File: src/rtl/sd_cmd_seq.sv
// sd_cmd_seq -- SD card command-line sequencer.
//
// Accepts one command (index + argument). It asks an external crc7 engine
// for the CRC of the 40-bit prefix {0, 1, index, arg}. It then serialises
// the 48-bit frame {prefix, crc7, 1} MSB first on the CMD line, one bit per
// tick_i strobe.
//
// Ports
//   clk_i        in   clock, all state changes on the rising edge
//   rst_ni       in   asynchronous active-low reset
//   start_i      in   command request, taken when start_i & ready_o
//   cmd_index_i  in   [5:0]  command index, sampled on acceptance
//   cmd_arg_i    in   [31:0] command argument, sampled on acceptance
//   abort_i      in   synchronous abort, returns to IDLE from any busy state
//   tick_i       in   SD bit strobe, only meaningful while shifting
//   ready_o      out  high only in IDLE
//   done_o       out  one-cycle pulse after the end bit has been shifted
//   err_o        out  one-cycle pulse when the CRC engine times out
//   crc_en_o     out  one-cycle request to the crc7 engine
//   crc_data_o   out  [39:0] prefix presented to the crc7 engine
//   crc_i        in   [6:0]  crc7 result
//   crc_valid_i  in   crc_i valid this cycle
//   cmd_o        out  CMD line data, 1 whenever not driving
//   cmd_oe_o     out  CMD line drive enable, high only while shifting
//   dbg_state_o  out  [2:0] current FSM state, for observation only
//
// Handshake: a command transfers on a rising edge where start_i=1 and
// ready_o=1. start_i is ignored while ready_o=0 and is never queued.
// crc_i is consumed on the first edge in CRC_WAIT where crc_valid_i=1.
module sd_cmd_seq #(
   parameter int CRC_TIMEOUT = 16
) (
   input  logic        clk_i,
   input  logic        rst_ni,
   input  logic        start_i,
   input  logic [5:0]  cmd_index_i,
   input  logic [31:0] cmd_arg_i,
   input  logic        abort_i,
   input  logic        tick_i,
   output logic        ready_o,
   output logic        done_o,
   output logic        err_o,
   output logic        crc_en_o,
   output logic [39:0] crc_data_o,
   input  logic [6:0]  crc_i,
   input  logic        crc_valid_i,
   output logic        cmd_o,
   output logic        cmd_oe_o,
   output logic [2:0]  dbg_state_o
);

   typedef enum logic [2:0] {
      S_IDLE     = 3'd0,
      S_CRC_REQ  = 3'd1,
      S_CRC_WAIT = 3'd2,
      S_SHIFT    = 3'd3,
      S_DONE     = 3'd4
   } state_t;

   localparam int TW = $clog2(CRC_TIMEOUT + 1);
   // Last CRC_WAIT cycle index before the timeout fires.
   localparam logic [TW-1:0] WAIT_LAST = TW'(CRC_TIMEOUT - 1);

   state_t        r_state;
   logic [39:0]   r_prefix;
   logic [47:0]   r_shift;
   logic [5:0]    r_bit_cnt;
   logic [TW-1:0] r_wait_cnt;
   logic          r_err;

   always_ff @(posedge clk_i or negedge rst_ni) begin
      if (!rst_ni) begin
         r_state    <= S_IDLE;
         r_prefix   <= '0;
         r_shift    <= '1;
         r_bit_cnt  <= '0;
         r_wait_cnt <= '0;
         r_err      <= 1'b0;
      end else begin
         r_err <= 1'b0;
         // Abort beats every other event, including a same-cycle timeout.
         if (abort_i && (r_state != S_IDLE)) begin
            r_state    <= S_IDLE;
            r_bit_cnt  <= '0;
            r_wait_cnt <= '0;
         end else begin
            case (r_state)
               S_IDLE: begin
                  if (start_i) begin
                     r_prefix <= {1'b0, 1'b1, cmd_index_i, cmd_arg_i};
                     r_state  <= S_CRC_REQ;
                  end
               end
               S_CRC_REQ: begin
                  r_wait_cnt <= '0;
                  r_state    <= S_CRC_WAIT;
               end
               S_CRC_WAIT: begin
                  // Valid is checked first so it wins over expiry.
                  if (crc_valid_i) begin
                     r_shift    <= {r_prefix, crc_i, 1'b1};
                     r_bit_cnt  <= 6'd47;
                     r_wait_cnt <= '0;
                     r_state    <= S_SHIFT;
                  end else if (r_wait_cnt == WAIT_LAST) begin
                     r_wait_cnt <= '0;
                     r_err      <= 1'b1;
                     r_state    <= S_IDLE;
                  end else begin
                     r_wait_cnt <= r_wait_cnt + TW'(1);
                  end
               end
               S_SHIFT: begin
                  if (tick_i) begin
                     if (r_bit_cnt != 6'd0) begin
                        r_shift   <= {r_shift[46:0], 1'b1};
                        r_bit_cnt <= r_bit_cnt - 6'd1;
                     end else begin
                        r_state <= S_DONE;
                     end
                  end
               end
               S_DONE: begin
                  r_state <= S_IDLE;
               end
               default: begin
                  r_state <= S_IDLE;
               end
            endcase
         end
      end
   end

   // Outputs are pure decodes of registers, so an asynchronous reset
   // releases the CMD line at once without waiting for a clock edge.
   assign ready_o     = (r_state == S_IDLE);
   assign done_o      = (r_state == S_DONE);
   assign crc_en_o    = (r_state == S_CRC_REQ);
   assign err_o       = r_err;
   assign cmd_oe_o    = (r_state == S_SHIFT);
   assign cmd_o       = cmd_oe_o ? r_shift[47] : 1'b1;
   assign crc_data_o  = r_prefix;
   assign dbg_state_o = r_state;

endmodule

File: config.mk
export PLATFORM = sky130hd
export DESIGN_NAME = sd_cmd_seq
export DESIGN_NICKNAME = d
export VERILOG_FILES = /design/src/rtl/sd_cmd_seq.sv
export SDC_FILE = /design/constraint.sdc
export NUM_CORES = 1
export LEC_CHECK = 0
export ABC_AREA = 1
export CORE_ASPECT_RATIO = 1.4
export CORE_MARGIN = 2
export CORE_UTILIZATION = 49
export DETAILED_ROUTE_END_ITERATION = 6
export GPL_TIMING_DRIVEN = 0
export PLACE_DENSITY = 0.86
export SLEW_MARGIN = 15
export SYNTH_ARGS = -nofsm -noshare
export SYNTH_HDL_FRONTEND = slang
export SYNTH_SLANG_ARGS = --single-unit
File: constraint.sdc
create_clock -name clk_i -period 1.95 [get_ports clk_i]
set_clock_uncertainty 0.2 [all_clocks]
set_input_delay 0.195 -clock clk_i [delete_from_list [all_inputs] [get_ports clk_i]]
set_output_delay 0.195 -clock clk_i [all_outputs]
set_load 0.01 [all_outputs]
==> results_dict.tcl <==
set metrics [dict create \
    grt.total_usage_pct 23.21 \
    crit_chain "buf_6, nor2_4, inv_4, or2_2, buf_2" \
    syn_avg_cell_area_sq_um 8.597 \
    h-tree-depth 3 \
    stdcell_area_sq_um 6711 \
    die_h_microns 123.6 \
    setup_tns_ns -0.07341 \
    root_buffer "clkbuf_16" \
    relSlewSlack_pct 67.08 \
    start_util_pct 50.27 \
    fin_total_pwr_mw 11.30 \
    worstMarginPinSlew_ns 0.4900 \
    wl_microns 12590 \
    antenna_found_initial 0 \
    finalHoldViolCount 0 \
    drtIter0Drc 218 \
    cp-end-kind "output pin" \
    nets 762 \
    syn_to_final_growth_pct 34.13 \
    core_sq_um 9953 \
    rsz0062_at_grt "true" \
    die_x_microns 89.41 \
    drc 0 \
    min_period_ns 1.993 \
    clock_path_buffers 2 \
    p_int_mw 6.950 \
    viasPerCell 5.156 \
    pwr-share-comb_pct 48.4 \
    status "complete, but fails checks" \
    worstSkewPairLatency_ns 0.34 \
    fmax_mhz 501.8 \
    path_delay_family "simple AND/OR/NAND/NOR gates" \
    worst_path_max_delay_cell "dfrtp_1" \
    rows 43 \
    firstDrtPassIters 4 \
    die-area_sq_um 11050 \
    timing.final.crit_share_pct 102.2 \
    p_switching_mw 4.348 \
    drv_slew 0 \
    wl_per_cell_microns 14.85 \
    clk_pin_slew_ns 0.07 \
    crit_type "register to output pin" \
    n_antenna_cell 0 \
    violations "setup timing" \
    maxCapViolCount 0 \
    cts-buffers-inserted 9 \
    yosys_register_bits 101 \
    power_density_nw_per_um2 1683 \
    io_pins 100 \
    ir_worst_vdd_uv 894.1 \
    rr_endpoint "r_bit_cnt[2]" \
    grt_pass1_vias 4417 \
    syn_nets 636 \
    synth_warnings 0 \
    grt_max_degree 65 \
    synth_cell_types 33 \
    portBuffers 98 \
    gp_congestion 0.8270 \
    clockPowerShare_pct 17.0 \
    worst_r2r_startpoint "dbg_state_o[1]" \
    syn_area_sq_um 5004 \
    cpPeakStageDelay_ns 0.39 \
    dp_hpwl_microns 8667 \
    r2r_slack_ns 0.05 \
    postRouteAntennaNets 0 \
    power_frac_seq_pct 34.6 \
    cts_tree "built" \
    setup_viol 2 \
    synth-seq-area-share_pct 51.69 \
    critPathMaxFanout 10 \
    setup_slack_ns -0.04282 \
    n_fill_cell 748 \
    switching_share_pct 38.48 \
    synth_cells 582 \
    cp_num_cells 5 \
    reg2reg_depth 10 \
    hold_path.class "primary input to async pin" \
    cp-start-kind "register" \
    placed_area_sq_um 6182 \
    worstPathRequired_ns 1.55 \
    gr-total-overflow 0 \
    path_buf_inv 3 \
    cts_sinks 101 \
    num_vias 4372 \
    arrival_ns 1.60 \
    power_leakage_nw 2.977 \
    grt_first_pass_wirelength_microns 19890 \
    drive_gt1_share_pct 23.70 \
]
==> flip-flops by register name, indices dropped and copies added, names as in the netlist <==
signal and flops:
r_bit_cnt 6, crc_data_o 39, dbg_state_o 3, err_o 1
r_wait_cnt 5, r_shift 47
==> power by group through the flow <==
stage / clock [mW] / combinational (mW) / sequential [mW]
after floorplan: 0 / 3.03 / 4.00
after global placement: 0 / 4.80 / 3.87
after detailed placement: 0 / 5.00 / 3.93
after CTS: 1.93 / 5.19 / 3.89
after global routing: 2.01 / 6.07 / 4.00
final: 1.92 / 5.47 / 3.91
==> worst max-delay path by stage <==
stage | start | to | slack (ns)
CTS | r_bit_cnt[0] | r_shift[40] | -0.003
finish | dbg_state_o[2] | cmd_o | -0.04
global placement | rst_ni | crc_data_o[10] | -3.10
floorplan | r_bit_cnt[0] | r_shift[23] | 0.15
detailed placement | dbg_state_o[0] | cmd_o | -0.32
global route | dbg_state_o[2] | cmd_o | -0.08
==> Yosys cell counts (all sizes together) <==
library cell | n | share of area (%)
nand2 | 210 | 17
o21ai | 85 | 10
inv | 61 | 4.6
dfrtp | 54 | 27
dfstp | 47 | 25
o21a | 38 | 5.7
buf | 23 | 3.3
nand3 | 20 | 2.1
nor2 | 18 | 1.9
clkbuf | 6 | 0.45
a21oi | 5 | 0.58
nor3 | 4 | 0.63
ha | 3 | 0.75
nand4 | 2 | 0.25
xnor2 | 2 | 0.35
a31oi | 1 | 0.13
conb | 1 | 0.075
or2 | 1 | 0.13
xor2 | 1 | 0.18
==> final cells by class <==
class                           count  area, sq um  share of cell area [%]
Timing Repair Buffer              115         1142                   17.02
Clock buffer                       11        232.7                   3.468
Buffer                             29        203.9                   3.039
Inverter                           61        236.5                   3.523
Tap cell                          135        168.9                   2.517
Clock inverter                      5        83.83                   1.249
Multi-Input combinational cell    391         2054                   30.61
Sequential cell                   101         2589                   38.57
==> through the flow <==
step	setup slack [ns]	cells	hold WS, ns	util (%)
after global routing	-0.08442	848	0.1472	67.43
after detailed placement	-0.3214	816	-0.07794	62.11
final	-0.04282	848	0.1144	67.43
after floorplan	0.1459	582	-0.3006	-
after CTS	-0.002501	837	0.1169	66.05
after global placement	-3.101	815	0.2490	61.82
==> cells in the final DEF (no fill, tap or decap), types with 3 or more instances in the layout <==
cell type        count
dfrtp_1             52
o21ai_2             23
o21a_1              38
dfstp_2             47
a21oi_1              4
ha_1                 3
nand2_4              3
clkdlybuf4s50_1     92
buf_6                5
clkbuf_16            9
buf_4               15
buf_2               15
o21ai_1             17
nand2_2             23
buf_8                3
inv_2                3
nand3_1             19
clkbuf_1             7
nand2_1            184
dlygate4sd2_1        4
o21ai_0             45
inv_1               56
nor2_1              12
nor3_1               3
nor2_4               4
==> cells by family after synthesis <==
family	share of synthesized area, %
simple gates	22.03
compound gates	16.63
flops	51.69
buf+inv	8.302
xor+xnor	0.5252
fa+ha+maj	0.7503
other cells	0.07495
==> metal layers <==
layer  vias to the layer above  GRT usage (%)  share of wire [%]  routed length (microns)
li1                       2094              -                  -                        -
met3                        29          3.939                4.5                      566
met2                       141          39.35                 53                     6706
met1                      2108          28.68                 40                     5000
met4                         0          10.26                2.5                      319
met5                         -              0                  0                        0
==> timing repair <==
| item | in CTS | in global routing |
|---|---|---|
| buffers inserted | 4 | 11 |
| resized for setup | 22 | 13 |
| setup endpoints to repair | 83 | 90 |
| hold buffers | 1 | 0 |
| pin swaps | 1 | 6 |
| endpoints found under the hold margin | 74 | 0 |
| cloned | 0 | 0 |
Power figures use the tool's default switching activity.
